### config.mk
export PLATFORM = sky130hd
export DESIGN_NAME = pc_sequencer
export DESIGN_NICKNAME = d
export VERILOG_FILES = /design/src/rtl/mips_pkg.sv /design/src/rtl/branch_target_gen.sv /design/src/rtl/pc_sequencer.sv
export SDC_FILE = /design/constraint.sdc
export NUM_CORES = 1
export LEC_CHECK = 0
export ABC_AREA = 1
export BUFFER_PORTS_ARGS = -buffer_cell sky130_fd_sc_hd__buf_2
export CORE_UTILIZATION = 55
export CTS_CLUSTER_DIAMETER = 50
export CTS_CLUSTER_SIZE = 8
export DETAILED_ROUTE_END_ITERATION = 7
export PLACE_DENSITY = 0.86
export SYNTH_ARGS = -nofsm -noshare
export SYNTH_HDL_FRONTEND = slang
export SYNTH_SLANG_ARGS = --single-unit
### constraint.sdc
create_clock -name clk -period 4.1 [get_ports clk]
set_input_delay 0.41 -clock clk [delete_from_list [all_inputs] [get_ports clk]]
set_output_delay 0.41 -clock clk [all_outputs]
set_load 0.02 [all_outputs]
### src/rtl/mips_pkg.sv
// mips_pkg: shared sequencer state encoding, reset PC, PC increment and field widths.
package mips_pkg;
    typedef enum logic [1:0] {BOOT, FETCH, REDIR_WAIT} state_t;
    localparam logic [31:0] RESET_PC = 32'h0000_0000;
    localparam logic [31:0] PC_INC = 32'd4;
    localparam int IMM_W = 16;
    localparam int JIDX_W = 26;
endpackage

### src/rtl/branch_target_gen.sv
// branch_target_gen: branch target (pc4 + sext(imm) << 2) and jump target ({pc4[31:28], idx, 2'b00}).
module branch_target_gen
    import mips_pkg::*;
(
    input  logic [31:0]       i_branch_pc4,
    input  logic [IMM_W-1:0]  i_branch_imm,
    input  logic [31:0]       i_jump_pc4,
    input  logic [JIDX_W-1:0] i_jump_idx,
    output logic [31:0]       o_branch_target,
    output logic [31:0]       o_jump_target
);
    assign o_branch_target = i_branch_pc4 + {{14{i_branch_imm[IMM_W-1]}}, i_branch_imm, 2'b00};
    assign o_jump_target = {i_jump_pc4[31:28], i_jump_idx, 2'b00};
endmodule

### src/rtl/pc_sequencer.sv
// pc_sequencer: fetch PC owner, next-PC select, imem handshake and redirect flushes.
// Define PC_SEQ_DELAY_SLOT_EN to keep the architectural branch delay slot alive.
module pc_sequencer #(
    parameter logic [31:0] RESET_PC = mips_pkg::RESET_PC,
    parameter int          PC_W = 32
) (
    input  logic            clk,
    input  logic            reset,
    input  logic            stall,
    input  logic            imem_ready,
    input  logic            branch_ex,
    input  logic [PC_W-1:0] branch_pc4_ex,
    input  logic [15:0]     branch_imm_ex,
    input  logic            jump_id,
    input  logic [PC_W-1:0] jump_pc4_id,
    input  logic [25:0]     jump_idx_id,
    output logic [PC_W-1:0] pc,
    output logic [PC_W-1:0] pc4,
    output logic            imem_req,
    output logic            flush_ifid,
    output logic            flush_idex,
    output logic            redir_busy
);
    import mips_pkg::*;

    state_t      r_state;
    logic [31:0] r_pc;
    logic [31:0] r_pend_target;
    logic        r_imem_req;
    logic        r_redir_busy;
    logic [31:0] w_branch_target;
    logic [31:0] w_jump_target;
    logic [31:0] w_target;
    logic        w_fetch;
    logic        w_br;
    logic        w_jp;
    logic        w_discard;

    branch_target_gen u_tgt (
        .i_branch_pc4    (branch_pc4_ex),
        .i_branch_imm    (branch_imm_ex),
        .i_jump_pc4      (jump_pc4_id),
        .i_jump_idx      (jump_idx_id),
        .o_branch_target (w_branch_target),
        .o_jump_target   (w_jump_target)
    );

    assign w_fetch   = r_state == FETCH;
    assign w_br      = w_fetch & branch_ex;
    assign w_jp      = w_fetch & jump_id & ~branch_ex;
    assign w_discard = (r_state == REDIR_WAIT) & imem_ready;
    assign w_target  = branch_ex ? w_branch_target : w_jump_target;

`ifdef PC_SEQ_DELAY_SLOT_EN
    assign flush_ifid = w_br | w_discard;
    assign flush_idex = 1'b0;
`else
    assign flush_ifid = w_br | w_jp | w_discard;
    assign flush_idex = w_br;
`endif

    always_ff @(posedge clk or posedge reset) begin
        if (reset) begin
            r_state       <= BOOT;
            r_pc          <= RESET_PC;
            r_pend_target <= '0;
            r_imem_req    <= 1'b0;
            r_redir_busy  <= 1'b0;
        end else begin
            case (r_state)
                BOOT: begin
                    r_state    <= FETCH;
                    r_imem_req <= 1'b1;
                end
                FETCH: begin
                    if (w_br | w_jp) begin
                        if (imem_ready) r_pc <= w_target;
                        else begin
                            r_pend_target <= w_target;
                            r_state       <= REDIR_WAIT;
                            r_redir_busy  <= 1'b1;
                        end
                    end else if (imem_ready && !stall) r_pc <= r_pc + PC_INC;
                end
                REDIR_WAIT: begin
                    if (imem_ready) begin
                        r_pc         <= r_pend_target;
                        r_state      <= FETCH;
                        r_redir_busy <= 1'b0;
                    end
                end
                default: begin
                    r_state    <= BOOT;
                    r_imem_req <= 1'b0;
                end
            endcase
        end
    end

    assign pc         = r_pc;
    assign pc4        = r_pc + PC_INC;
    assign imem_req   = r_imem_req;
    assign redir_busy = r_redir_busy;
endmodule

==> results by group <==
Placement
  – IO Port Bufs: 151
  – Post-Place Cells: 1,216
  – Detailed-placement wirelength estimate: 13,800 microns
  – DP Area: 0.00695 sq mm
  – RD Place Congestion: 0.960

Die
  – Die area: 0.0115 sq mm
  – Die Ht: 107 microns
  – Num rows: 38
  – Top Ports: 180
  – Die X: 107 microns
  – Core ar.: 0.0108 sq mm
  – Initial Util: 56.3%

Synth
  – Post-synthesis sequential area ratio: 27.9%
  – Ys async rst share: 100%
  – Synth Instances: 949
  – Synthesized area: 0.00611 sq mm
  – Syn Area/Cell: 6.44 sq um
  – Synth unique cells: 43
  – Yosys reg bits: 68
  – Top FF cell, synth: dfrtp_1
  – Post-synth EDFFs: 0
  – Syn Nets: 1,095
  – Yosys Warn Count: 0

Routing
  – DRT met1 WL: 7540 microns
  – Routed met3 length: 1540 microns
  – Top sig layer: met4
  – Pre-antenna DRT Iters: 5
  – DR DRC count: 0
  – Number of DRC markers in iteration 0: 460
  – DR vias/cell: 5.43
  – Drt total wl: 17,300 microns
  – Vias: 6,676
  – Wire length on met2: 7940 microns
  – Final ANT Viol Nets: 0
  – Routed len/inst: 14.1 microns

Worst setup path
  – Worst path bufs/invs: 3
  – Crit-path cells: ha_1 -> nand3_2 -> inv_2 -> nand2_2 -> nor2_4 -> nand2_2 -> inv_2 -> nand3b_1 -> xor2_1 -> buf_2
  – CP Data Required Time: 3690 ps
  – Crit Path Category: flop to output pin
  – Crit start category: flop
  – Critical path depth: 10
  – Critical path destination: pc4[30]
  – Delay-heaviest family, CP: simple AND/OR/NAND/NOR gates
  – Crit path from: pc[2]$_DFFE_PP0P_
  – CP max stage cell: dfrtp_1
  – R2R Path End: pc[1]$_DFFE_PP0P_
  – Max incr delay on CP: 500 ps
  – WP data arrival: 2300 ps
  – Reg-to-reg setup timing slack: 1660 ps
  – Worst R2R Start: r_state[0]$_DFFE_PP0P_
  – Worst-path fanout max: 7
  – FF-to-FF path depth: 6
  – Crit end category: output pin

Timing
  – Final Hold Viols: 0
  – Slew headroom: 40.3%
  – Clk_skew: 6.39 ps
  – Period minus WS final: 2710 ps
  – Worst-Margin Slew: 895 ps
  – Max-slew violations: 0
  – Setup TNS: 0 ps
  – Final setup viols: 0
  – Unrepaired setup endpoints after global routing: false
  – Peak Freq: 369 MHz
  – Fin crit share: 66.0%

Clock tree
  – Total CTS buffers: 9
  – Clock Sinks: 68
  – Clock-pin slew on the worst setup and hold paths: 70 ps
  – Post-CTS Setup Inserts: 0
  – Clock Root Buffer: clkbuf_8
  – Clock Tree Buf Depth: 2
  – Clk_lat worst skew: 360 ps
  – H-tree depth reported by CTS: 3
  – CTS Hold Buffers Added: 0
  – CTS tree: built
  – Resized cells post-CTS: 0

Global routing
  – Global-route wire length before repair: 28,900 microns
  – Largest net degree at the start of global routing: 44
  – Aggregate global-route resource usage: 31.9%
  – Grt total ovfl: 0
  – Number of global-route vias before repair: 6,175
  – Initial antenna violation count: 0

Power and ir drop
  – Power, Total: 4690 uW
  – P per Cell Area: 656 mW/mm^2
  – Max VDD drop: 0.443 mV
  – Leakage: 0.00399 uW

Status
  – Outcome: complete, no violations

Finish
  – Fraction of layout cells with a size suffix above 1: 18.0%
  – Post-route cell area: 0.00716 sq mm
  – # diodes: 0
  – Area Growth Syn to Fin: 17.2%
  – Fin cells: 1,230
  – Final #Nets: 1,233
  – Fillers: 998

Hold path
  – HP Class: input pin to async pin

Run
  – Max capacitance violation total: 0
## cell families after synthesis
kind of cell,after synthesis,share of synthesized area [%]
AO/OA/AOI/OAI,146,14.1
buffers and inverters,152,9.65
multiplexers,5,0.860
XOR/XNOR,37,5.31
flip-flops,68,27.9
adder cells (fa/ha/maj),34,7.09
AND/OR/NAND/NOR,507,35.1
## metal layers
| layer | global-route usage [%] | vias up |
|---|---|---|
| li1 | - | 3346 |
| met1 | 44.0 | 2992 |
| met2 | 50.9 | 308 |
| met3 | 5.87 | 30 |
| met4 | 9.10 | 0 |
| met5 | 0 | - |
## power breakdown
part | switching (uW) | leakage, uW | internal, uW
combinational | 1850 | 0.00306 | 924
clock | 250 | 0.000103 | 353
sequential | 307 | 0.000824 | 1010
## through the flow
step | setup slack (ps) | util, % | hold WS (ps)
3_5_place_dp | 1600 | 64.1 | 467
3_3_place_gp | 1650 | 64.1 | 464
5_1_grt | 1220 | 66.0 | 270
2_1_floorplan | 1880 | - | 449
4_1_cts | 1400 | 66.0 | 222
6_report | 1390 | 66.0 | 195
## layout by cell type, fill, tap and decap left out, types with 6 or more instances in the layout
master,netlist,layout
or2_2,6,6
nor3_1,11,11
a31oi_1,14,14
o21ai_1,7,6
nand3_1,67,67
xor2_1,28,28
o21ai_0,53,53
ha_1,33,33
buf_2,6,151
nor2_1,83,83
o221ai_1,19,19
o21bai_1,6,6
xnor2_1,9,9
clkbuf_8,0,10
dfrtp_1,68,68
a21oi_1,36,36
nand2_1,310,310
inv_1,118,117
## registers in the layout, indices dropped and copies added, names as in the netlist
name	flops
r_state	2
r_pend_target	32
imem_req	1
pc	32
redir_busy	1
## Yosys cell counts, types with 2 or more instances
| library cell | n | share of area (%) |
|---|---|---|
| inv_2 | 4 | 0.25 |
| nor3b_1 | 2 | 0.25 |
| o221ai_1 | 19 | 2.7 |
| nor3_1 | 11 | 0.90 |
| o211ai_1 | 2 | 0.25 |
| o21bai_1 | 6 | 0.74 |
| nor2_4 | 5 | 0.92 |
| o21ai_1 | 7 | 0.57 |
| mux2i_1 | 3 | 0.49 |
| dfrtp_1 | 68 | 28 |
| inv_1 | 118 | 7.3 |
| a21oi_1 | 36 | 3.0 |
| a21boi_1 | 2 | 0.25 |
| nor4_1 | 3 | 0.31 |
| xnor2_1 | 9 | 1.3 |
| clkbuf_1 | 19 | 1.2 |
| a31oi_1 | 14 | 1.4 |
| nand2_2 | 3 | 0.31 |
| nand3b_1 | 5 | 0.61 |
| or2_2 | 6 | 0.61 |
| nand2_1 | 310 | 19 |
| buf_4 | 3 | 0.37 |
| xor2_1 | 28 | 4.0 |
| ha_1 | 33 | 6.8 |
| nor2_1 | 83 | 5.1 |
| o21ai_0 | 53 | 4.3 |
| nand4_1 | 4 | 0.41 |
| buf_2 | 6 | 0.49 |
| nand3_2 | 3 | 0.49 |
| nand3_1 | 67 | 5.5 |
| a21o_1 | 4 | 0.49 |
| mux2_2 | 2 | 0.37 |
## cell type report
| class | instances | area, sq um | area share [%] |
|---|---|---|---|
| clock buffer | 12 | 145 | 2.03 |
| clock inverter | 2 | 60.1 | 0.839 |
| inverter | 123 | 462 | 6.45 |
| multi-input combinational | 729 | 3820 | 53.4 |
| sequential | 68 | 1700 | 23.8 |
| tap | 140 | 175 | 2.45 |
| timing repair buffer | 156 | 793 | 11.1 |
## worst min-delay path by stage
stage | endpoint | cells past startpoint | slack (ps) | startpoint
after floorplan | r_pend_target[9]$_DFFE_PP0P_ | 2 | 450 | r_pend_target[9]$_DFFE_PP0P_
after global placement | r_pend_target[29]$_DFFE_PP0P_ | 2 | 460 | r_pend_target[29]$_DFFE_PP0P_
after detailed placement | r_pend_target[9]$_DFFE_PP0P_ | 2 | 470 | r_pend_target[9]$_DFFE_PP0P_
after CTS | pc[4]$_DFFE_PP0P_ | 2 | 220 | reset
after global routing | pc[4]$_DFFE_PP0P_ | 2 | 270 | reset
final | r_pend_target[5]$_DFFE_PP0P_ | 2 | 200 | reset
Note: power is estimated with default switching activity, not from simulation.
